$ cat src/rtl/ram_arbiter_pkg.sv
// Shared types for the RAM arbiter: controller states and requester identifiers.
package ram_arbiter_pkg;

  localparam int unsigned AW_DEF = 8;
  localparam int unsigned DW_DEF = 4;

  typedef enum logic [1:0] {
    ST_IDLE  = 2'd0,
    ST_LOCKB = 2'd1,
    ST_CLEAR = 2'd2
  } state_t;

  typedef enum logic {
    PORT_A = 1'b0,
    PORT_B = 1'b1
  } port_t;

endpackage

$ cat src/rtl/ram_clear_seq.sv
// Walks every RAM address once after a start pulse; flags busy and a done pulse.
module ram_clear_seq
  import ram_arbiter_pkg::*;
#(
  parameter int unsigned AW = AW_DEF
) (
  input  logic          clk,
  input  logic          rst,
  input  logic          start,
  output logic          busy,
  output logic          done,
  output logic [AW-1:0] count,
  output logic          last
);

  assign last = busy && (count == {AW{1'b1}});

  always_ff @(posedge clk or posedge rst) begin
    if (rst) begin
      busy  <= 1'b0;
      done  <= 1'b0;
      count <= '0;
    end else begin
      done <= last;
      if (start) begin
        busy <= 1'b1;
      end else if (last) begin
        busy <= 1'b0;
      end
      // Natural wrap returns the counter to zero after the final word
      if (busy) begin
        count <= count + AW'(1);
      end
    end
  end

endmodule

$ cat src/rtl/ram_arbiter.sv
// Shares one single-port RAM between requesters A and B, with a whole-RAM clear sequencer.
module ram_arbiter
  import ram_arbiter_pkg::*;
#(
  parameter int unsigned AW        = AW_DEF,
  parameter int unsigned DW        = DW_DEF,
  parameter int unsigned FIXED_PRI = 0
) (
  input  logic          clk,
  input  logic          reset,
  input  logic          a_req,
  input  logic          a_we,
  input  logic [AW-1:0] a_addr,
  input  logic [DW-1:0] a_wdata,
  output logic          a_gnt,
  output logic          a_rvalid,
  input  logic          b_req,
  input  logic          b_we,
  input  logic [AW-1:0] b_addr,
  input  logic [DW-1:0] b_wdata,
  input  logic          b_lock,
  output logic          b_gnt,
  output logic          b_rvalid,
  output logic [DW-1:0] rdata,
  input  logic          clr_start,
  output logic          clr_busy,
  output logic          clr_done,
  output logic [AW-1:0] ram_addr,
  output logic [DW-1:0] ram_wdata,
  output logic          ram_we_n,
  input  logic [DW-1:0] ram_rdata
);

  state_t          state;
  state_t          state_next;
  port_t           last_win;
  logic [AW-1:0]   addr_q;
  logic [DW-1:0]   wdata_q;
  logic [AW-1:0]   clr_count;
  logic            clr_last;
  logic            clr_go;
  logic            a_wins;

  assign a_wins = (FIXED_PRI != 0) || (last_win == PORT_B);
  assign clr_go = (state == ST_IDLE) && clr_start;
  assign rdata  = ram_rdata;

  ram_clear_seq #(.AW(AW)) u_clear (
    .clk   (clk),
    .rst   (reset),
    .start (clr_go),
    .busy  (clr_busy),
    .done  (clr_done),
    .count (clr_count),
    .last  (clr_last)
  );

  always_ff @(posedge clk or posedge reset) begin
    if (reset) begin
      state <= ST_IDLE;
    end else begin
      state <= state_next;
    end
  end

  always_comb begin
    state_next = state;
    case (state)
      ST_IDLE: begin
        if (clr_start) begin
          state_next = ST_CLEAR;
        end else if (b_gnt && b_lock) begin
          state_next = ST_LOCKB;
        end
      end
      ST_LOCKB: if (!b_lock) state_next = ST_IDLE;
      ST_CLEAR: if (clr_last) state_next = ST_IDLE;
      default:  state_next = ST_IDLE;
    endcase
  end

  // Grants and RAM strobes are decoded from registered state and live requests
  always_comb begin
    a_gnt     = 1'b0;
    b_gnt     = 1'b0;
    ram_we_n  = 1'b1;
    ram_addr  = addr_q;
    ram_wdata = wdata_q;
    if (!reset) begin
      case (state)
        ST_IDLE: begin
          if (!clr_start) begin
            a_gnt = a_req && (!b_req || a_wins);
            b_gnt = b_req && !(a_req && (!b_req || a_wins));
          end
        end
        ST_LOCKB: b_gnt = b_req;
        ST_CLEAR: begin
          ram_addr  = clr_count;
          ram_wdata = '0;
          ram_we_n  = 1'b0;
        end
        default: ;
      endcase
      if (a_gnt) begin
        ram_addr  = a_addr;
        ram_wdata = a_wdata;
        ram_we_n  = !a_we;
      end else if (b_gnt) begin
        ram_addr  = b_addr;
        ram_wdata = b_wdata;
        ram_we_n  = !b_we;
      end
    end
  end

  always_ff @(posedge clk or posedge reset) begin
    if (reset) begin
      last_win <= PORT_B;
      a_rvalid <= 1'b0;
      b_rvalid <= 1'b0;
      addr_q   <= '0;
      wdata_q  <= '0;
    end else begin
      a_rvalid <= a_gnt && !a_we;
      b_rvalid <= b_gnt && !b_we;
      addr_q   <= ram_addr;
      wdata_q  <= ram_wdata;
      if (a_gnt) begin
        last_win <= PORT_A;
      end else if (b_gnt) begin
        last_win <= PORT_B;
      end
    end
  end

endmodule

$ cat config.mk
export PLATFORM = sky130hd
export DESIGN_NAME = ram_arbiter
export DESIGN_NICKNAME = d
export VERILOG_FILES = /design/src/rtl/ram_arbiter_pkg.sv /design/src/rtl/ram_clear_seq.sv /design/src/rtl/ram_arbiter.sv
export SDC_FILE = /design/constraint.sdc
export NUM_CORES = 1
export LEC_CHECK = 0
export CAP_MARGIN = 20
export CORE_ASPECT_RATIO = 0.6
export CORE_MARGIN = 4
export CORE_UTILIZATION = 47
export DETAILED_ROUTE_END_ITERATION = 6
export PLACE_DENSITY = 0.85
export SLEW_MARGIN = 20
export SYNTH_ARGS = -nofsm -noshare
export SYNTH_HDL_FRONTEND = slang
export SYNTH_SLANG_ARGS = --single-unit
$ cat constraint.sdc
create_clock -name clk -period 7.2 [get_ports clk]
set_clock_uncertainty 0.1 [all_clocks]
set_input_delay 1.44 -clock clk [delete_from_list [all_inputs] [get_ports clk]]
set_output_delay 1.44 -clock clk [all_outputs]
set_load 0.01 [all_outputs]
==> results of run 1 <==
==> power by group through the flow <==
stage | combinational [mW] | sequential, mW | clock, mW
6_report | 0.0484 | 0.160 | 0.0885
5_1_grt | 0.0520 | 0.161 | 0.0969
4_1_cts | 0.0487 | 0.160 | 0.0913
3_5_place_dp | 0.0483 | 0.163 | 0
3_3_place_gp | 0.0473 | 0.163 | 0
2_1_floorplan | 0.0213 | 0.162 | 0
==> sequential cells by signal (all words and copies together) (netlist names) <==
register and count:
a_rvalid 1, u_clear.busy 1, a_wins 1, u_clear.done 1, addr_q 8, b_rvalid 1
state 2, wdata_q 4, u_clear.count 8
==> worst max-delay path, delay by kind of cell <==
kind | cells | cell delay (ns)
compound gates | 2 | 0.44
simple gates | 1 | 0.46
buf+inv | 4 | 1.34
==> per-layer routing <==
metal  vias to the layer above  part of all wire (%)  GRT usage (%)
met5                         -                     0              0
li1                        589                     -              -
met2                        41                    45           28.9
met4                         0                  0.83           5.80
met3                         5                   6.9           4.12
met1                       582                    47           24.0
==> kinds of logic (layout without fill, tap and decap cells) <==
logic type | after synthesis | after routing
buffers and inverters | 20 | 65
XOR/XNOR | 7 | 7
flip-flops | 27 | 27
adder cells (fa/ha/maj) | 1 | 1
multiplexers | 21 | 21
AO/OA/AOI/OAI | 22 | 22
AND/OR/NAND/NOR | 42 | 42
==> final cells by class <==
| type | count | share of cell area (%) |
|---|---|---|
| inverter | 7 | 1.27 |
| timing repair buffer | 54 | 25.7 |
| tap | 42 | 2.54 |
| clock inverter | 1 | 0.242 |
| clock buffer | 3 | 2.00 |
| sequential | 27 | 32.7 |
| multi-input combinational | 93 | 35.5 |
==> final timing paths <==
check,startpoint,end,slack [ns]
hold reg to reg,state[1],state[0],0.39
setup / recovery,b_req,ram_addr[4],1.99
hold / removal,state[1],state[0],0.39
setup reg to reg,state[0],addr_q[2],4.91
max in group asynchronous,reset,a_wins,5.00
min in group asynchronous,reset,addr_q[4],1.70
==> per-stage QoR <==
stage               cell area (um^2)  hold slack (ns)  utilization [%]  std cells
floorplan                       1530            0.338                -        140
global placement                2020            0.359             67.7        223
detailed placement              2020            0.371             67.7        223
CTS                             2070            0.386             69.3        227
global route                    2070            0.411             69.3        227
finish                          2070            0.389             69.3        227
==> layout by cell type, fill, tap and decap left out, types with 2 or more instances in the layout <==
master / instances
a21oi_1: 2
a221o_1: 8
a221oi_1: 4
buf_4: 4
clkbuf_8: 3
clkdlybuf4s50_1: 50
dfrtp_1: 26
inv_1: 7
mux2_2: 10
mux2_4: 7
mux2i_1: 4
nand2_1: 7
nand3_1: 3
nand4_1: 2
nor2_1: 11
nor3_1: 6
nor3b_1: 9
o21ai_0: 2
xnor2_1: 4
xor2_1: 3
==> results.yml, run 1 <==
power:
  power_frac_comb_pct: 16.3
  power_mw: 0.297
  intPower_mw: 0.226
  seqPwrFrac_pct: 53.9
  ir_drop_v: 0.0000905
  switchingPower_mw: 0.0713
  swShare_pct: 24.0
  clkPwrFrac_pct: 29.8
  power.density_mw_per_mm2: 144
  total_leakage_power_nw: 0.883
timing:
  tightest_slew_ns: 0.751
  setup_violations: 0
  final.setup.worst_slack_ns: 1.99
  rsz0062_at_grt: "false"
  final-max-slew-violation-count: 0
  fmax_mhz: 192
  timing.final.crit_period_ns: 5.21
  fin_tns_setup_ns: 0
  relSlewSlack_pct: 49.7
  min_period_over_period_pct: 72.4
  hold_viol: 0
setup_path:
  path_class: "in2out"
  cp_common_cell: "clkdlybuf4s50_1"
  worstRegToRegCells: 4
  cpPeakStageDelay_ns: 0.55
  cp.required_ns: 5.66
  arrival_ns: 3.67
  path_cells: "clkdlybuf4s50_1 -> inv_1 -> o2111ai_1 -> buf_4 -> and2_1 -> a221o_1 -> clkdlybuf4s50_1"
  cp_max_fo: 18
  cp-end-kind: "output port"
  crit_path_top_delay_cell: "clkdlybuf4s50_1"
  crit_path_start_kind: "input pin"
cts:
  cts_buffers: 3
  clk_path_buf_depth: 2
  cts_tree: "yes"
  cts_hold_buf: 0
  clk_latency_ns: 0.28
  post_cts.repair.setup_buffers: 0
  clkTransAtPathRegs_ns: 0.10
  post_cts_resized: 0
  cts-root-buf: "clkbuf_8"
  h-tree-depth: 1
  cts_sinks: 27
die:
  core_region_area_mm2: 0.00298
  fp.dieW_um: 81.7
  start_util_pct: 51.3
  die_area_mm2: 0.00426
  ios: 59
  fp-row-count: 15
  fp.dieH_um: 52.2
yosys:
  ys_types: 34
  yosysTopAreaCell: "dfrtp_1"
  synth_fa_ha_area_share_pct: 0.818
  synth_top_family_by_area: "multiplexers"
  synth_edf_count: 0
  synthSimpleGateAreaFrac_pct: 14.6
  synthesis.nets: 177
  synth_common_cells: "dfrtp_1 (26), nor2_1 (11), mux2_2 (10)"
  synthCells: 140
  synth_area_mm2: 0.00153
  yosys_warnings: 0
  yosysTopAreaCellShare_pct: 42.5
  async_flop_share_pct: 100
  synth.avg_cell_area_um2: 10.9
  ys_ff_latch: 27
  synth.area.top_cells: "dfrtp_1 (43%), mux2_2 (7.4%), mux2_4 (6.9%), a221o_1 (5.2%), nor3b_1 (4.4%)"
  synthXorXnorAreaFrac_pct: 4.01
  yosysSeqAreaShare_pct: 44.2
  yosysMostFrequentCell: "dfrtp_1"
  synth_compound_area_share_pct: 11.8
  synth_top_flop_cell: "dfrtp_1"
  synthMuxAreaShare_pct: 16.8
detailed_routing:
  drt_pass1_iterations: 4
  viasPerCell: 5.36
  post_drt_wl_per_cell_um: 16.0
  drt_iter0_markers: 80
  drc: 0
  wirelength_um: 3630
  ant_nets: 0
  vias: 1217
final_layout:
  nets: 223
  multi_input_area_um2: 734
  drive_gt1_share_pct: 15.7
  area_growth_pct: 35.1
  n_antenna_cell: 0
  regArea_um2: 677
  nFillCells: 208
global_routing:
  grt_pass1_wl_um: 5740
  antenna_found_initial: 0
  grt_overflow: 0
  grt_usage_pct: 17.9
  grt_max_degree: 32
  grt_pass1_vias: 1235
placement:
  port_buffers: 50
  place_ws_ns: 2.01
  hpwl_um: 2680
  place_congestion: 0.803
status:
  status: "complete, no violations"
hold_path:
  holdPathStages: 1
  min_path_type: "reg2reg"
run:
  drv_cap: 0
Note: power is estimated with default switching activity, not from simulation.
==> run 2, diff against run 1 <==
- CORE_UTILIZATION: 47 -> 43
- PLACE_DENSITY: 0.85 -> 0.79
- clock period: 7.2 -> 5.43 ns (I/O delays scaled with it)
==> results.yml, run 2 (same netlist as run 1, synthesis figures left out) <==
status:
  status: "complete, no violations"
die:
  fp.dieH_um: 54.2
  fp-row-count: 16
  ios: 59
  fp.dieW_um: 85.0
  die_area_mm2: 0.00461
  start_util_pct: 45.8
  core_region_area_mm2: 0.00334
setup_path:
  r2r_slack_ns: 3.10
  cp.required_ns: 4.24
  arrival_ns: 3.34
  worstRegToRegCells: 4
  r2r-start: "state[0]"
  cp_max_fo: 18
  reg2reg_to: "addr_q[0]"
  crit_path_start_kind: "input pin"
  cp-end-kind: "output port"
  path_class: "in2out"
detailed_routing:
  post_drt_wl_per_cell_um: 16.3
  drt_pass1_iterations: 4
  wirelength_um: 3760
  vias: 1239
  drc: 0
  viasPerCell: 5.39
  ant_nets: 0
  drt_iter0_markers: 59
global_routing:
  grt_overflow: 0
  grt_max_degree: 32
  antenna_found_initial: 0
  grt_pass1_vias: 1294
  grt_pass1_wl_um: 6220
  grt_usage_pct: 17.3
final_layout:
  utilization_pct: 61.9
  drive_gt1_share_pct: 15.1
  nets: 223
  final_cell_mix: "clkdlybuf4s50_1 (50), dfrtp_1 (26), nor2_1 (11)"
  n_antenna_cell: 0
  final_common_cell: "clkdlybuf4s50_1"
  area_growth_pct: 35.2
  top_regs: "addr_q (8), u_clear.count (8), wdata_q (4)"
timing:
  final.setup.worst_slack_ns: 0.906
  tightest_slew_ns: 0.774
  min_period_over_period_pct: 83.3
  relSlewSlack_pct: 48.2
  final-max-slew-violation-count: 0
  rsz0062_at_grt: "false"
  fmax_mhz: 221
  hold_viol: 0
  timing.final.crit_period_ns: 4.52
  fin_tns_setup_ns: 0
  setup_violations: 0
cts:
  cts_hold_buf: 0
  h-tree-depth: 1
  cts_buffers: 3
  clk_path_buf_depth: 2
  cts_tree: "yes"
  clk_latency_ns: 0.27
  cts_sinks: 27
  post_cts.repair.setup_buffers: 0
  post_cts_resized: 0
  cts-root-buf: "clkbuf_8"
  clkTransAtPathRegs_ns: 0.09
hold_path:
  min_from: "state[1]"
  min_to: "state[0]"
  holdPathStages: 1
  min_path_type: "reg2reg"
placement:
  hpwl_um: 2770
  place_congestion: 0.780
  port_buffers: 50
  place_ws_ns: 0.915
power:
  ir_drop_v: 0.000111
  total_leakage_power_nw: 0.880
  power.density_mw_per_mm2: 188
run:
  drv_cap: 0
==> run 2: how the worst max path moves through the flow <==
stage,startpoint,endpoint,slack (ns)
after global placement,b_req,ram_addr[7],0.97
final,b_req,ram_addr[7],0.91
after CTS,b_req,ram_addr[7],0.90
after floorplan,b_req,ram_addr[6],1.86
after global routing,b_req,ram_addr[4],0.79
after detailed placement,b_req,ram_addr[2],0.91
==> run 2: per-stage QoR <==
stage	power, mW	cells	hold slack (ns)	cell area [um^2]
floorplan	0.243	140	0.338	1530
detailed placement	0.281	226	0.367	2020
global placement	0.279	226	0.365	2020
CTS	0.394	230	0.379	2070
finish	0.389	230	0.384	2070
global route	0.407	230	0.411	2070
==> run 2: layer usage <==
layer	track usage [%]	vias up	share of wire [%]
met4	3.42	0	0.053
li1	-	589	-
met5	0	-	0
met3	4.96	2	6.7
met1	22.8	597	47
met2	29.0	51	46
==> run 2: power by group <==
group | internal (mW) | switching, mW
Clock | 0.0525 | 0.0599
Combinational | 0.0390 | 0.0256
Sequential | 0.209 | 0.00365
Total | 0.300 | 0.0892
==> run 2: layout make-up <==
type / count / area (um^2)
timing repair buffer: 54 / 531
inverter: 7 / 26.3
clock buffer: 4 / 45.0
sequential: 27 / 677
multi-input combinational: 93 / 734
fill: 271 / 1270
tap: 45 / 56.3
==> run 2: worst max-delay path, stage by stage <==
cell and delay (ns):
clkdlybuf4s50_1 0.48, inv_1 0.04, o2111ai_1 0.16, buf_4 0.27, and2_1 0.46, a221o_1 0.27, clkdlybuf4s50_1 0.55
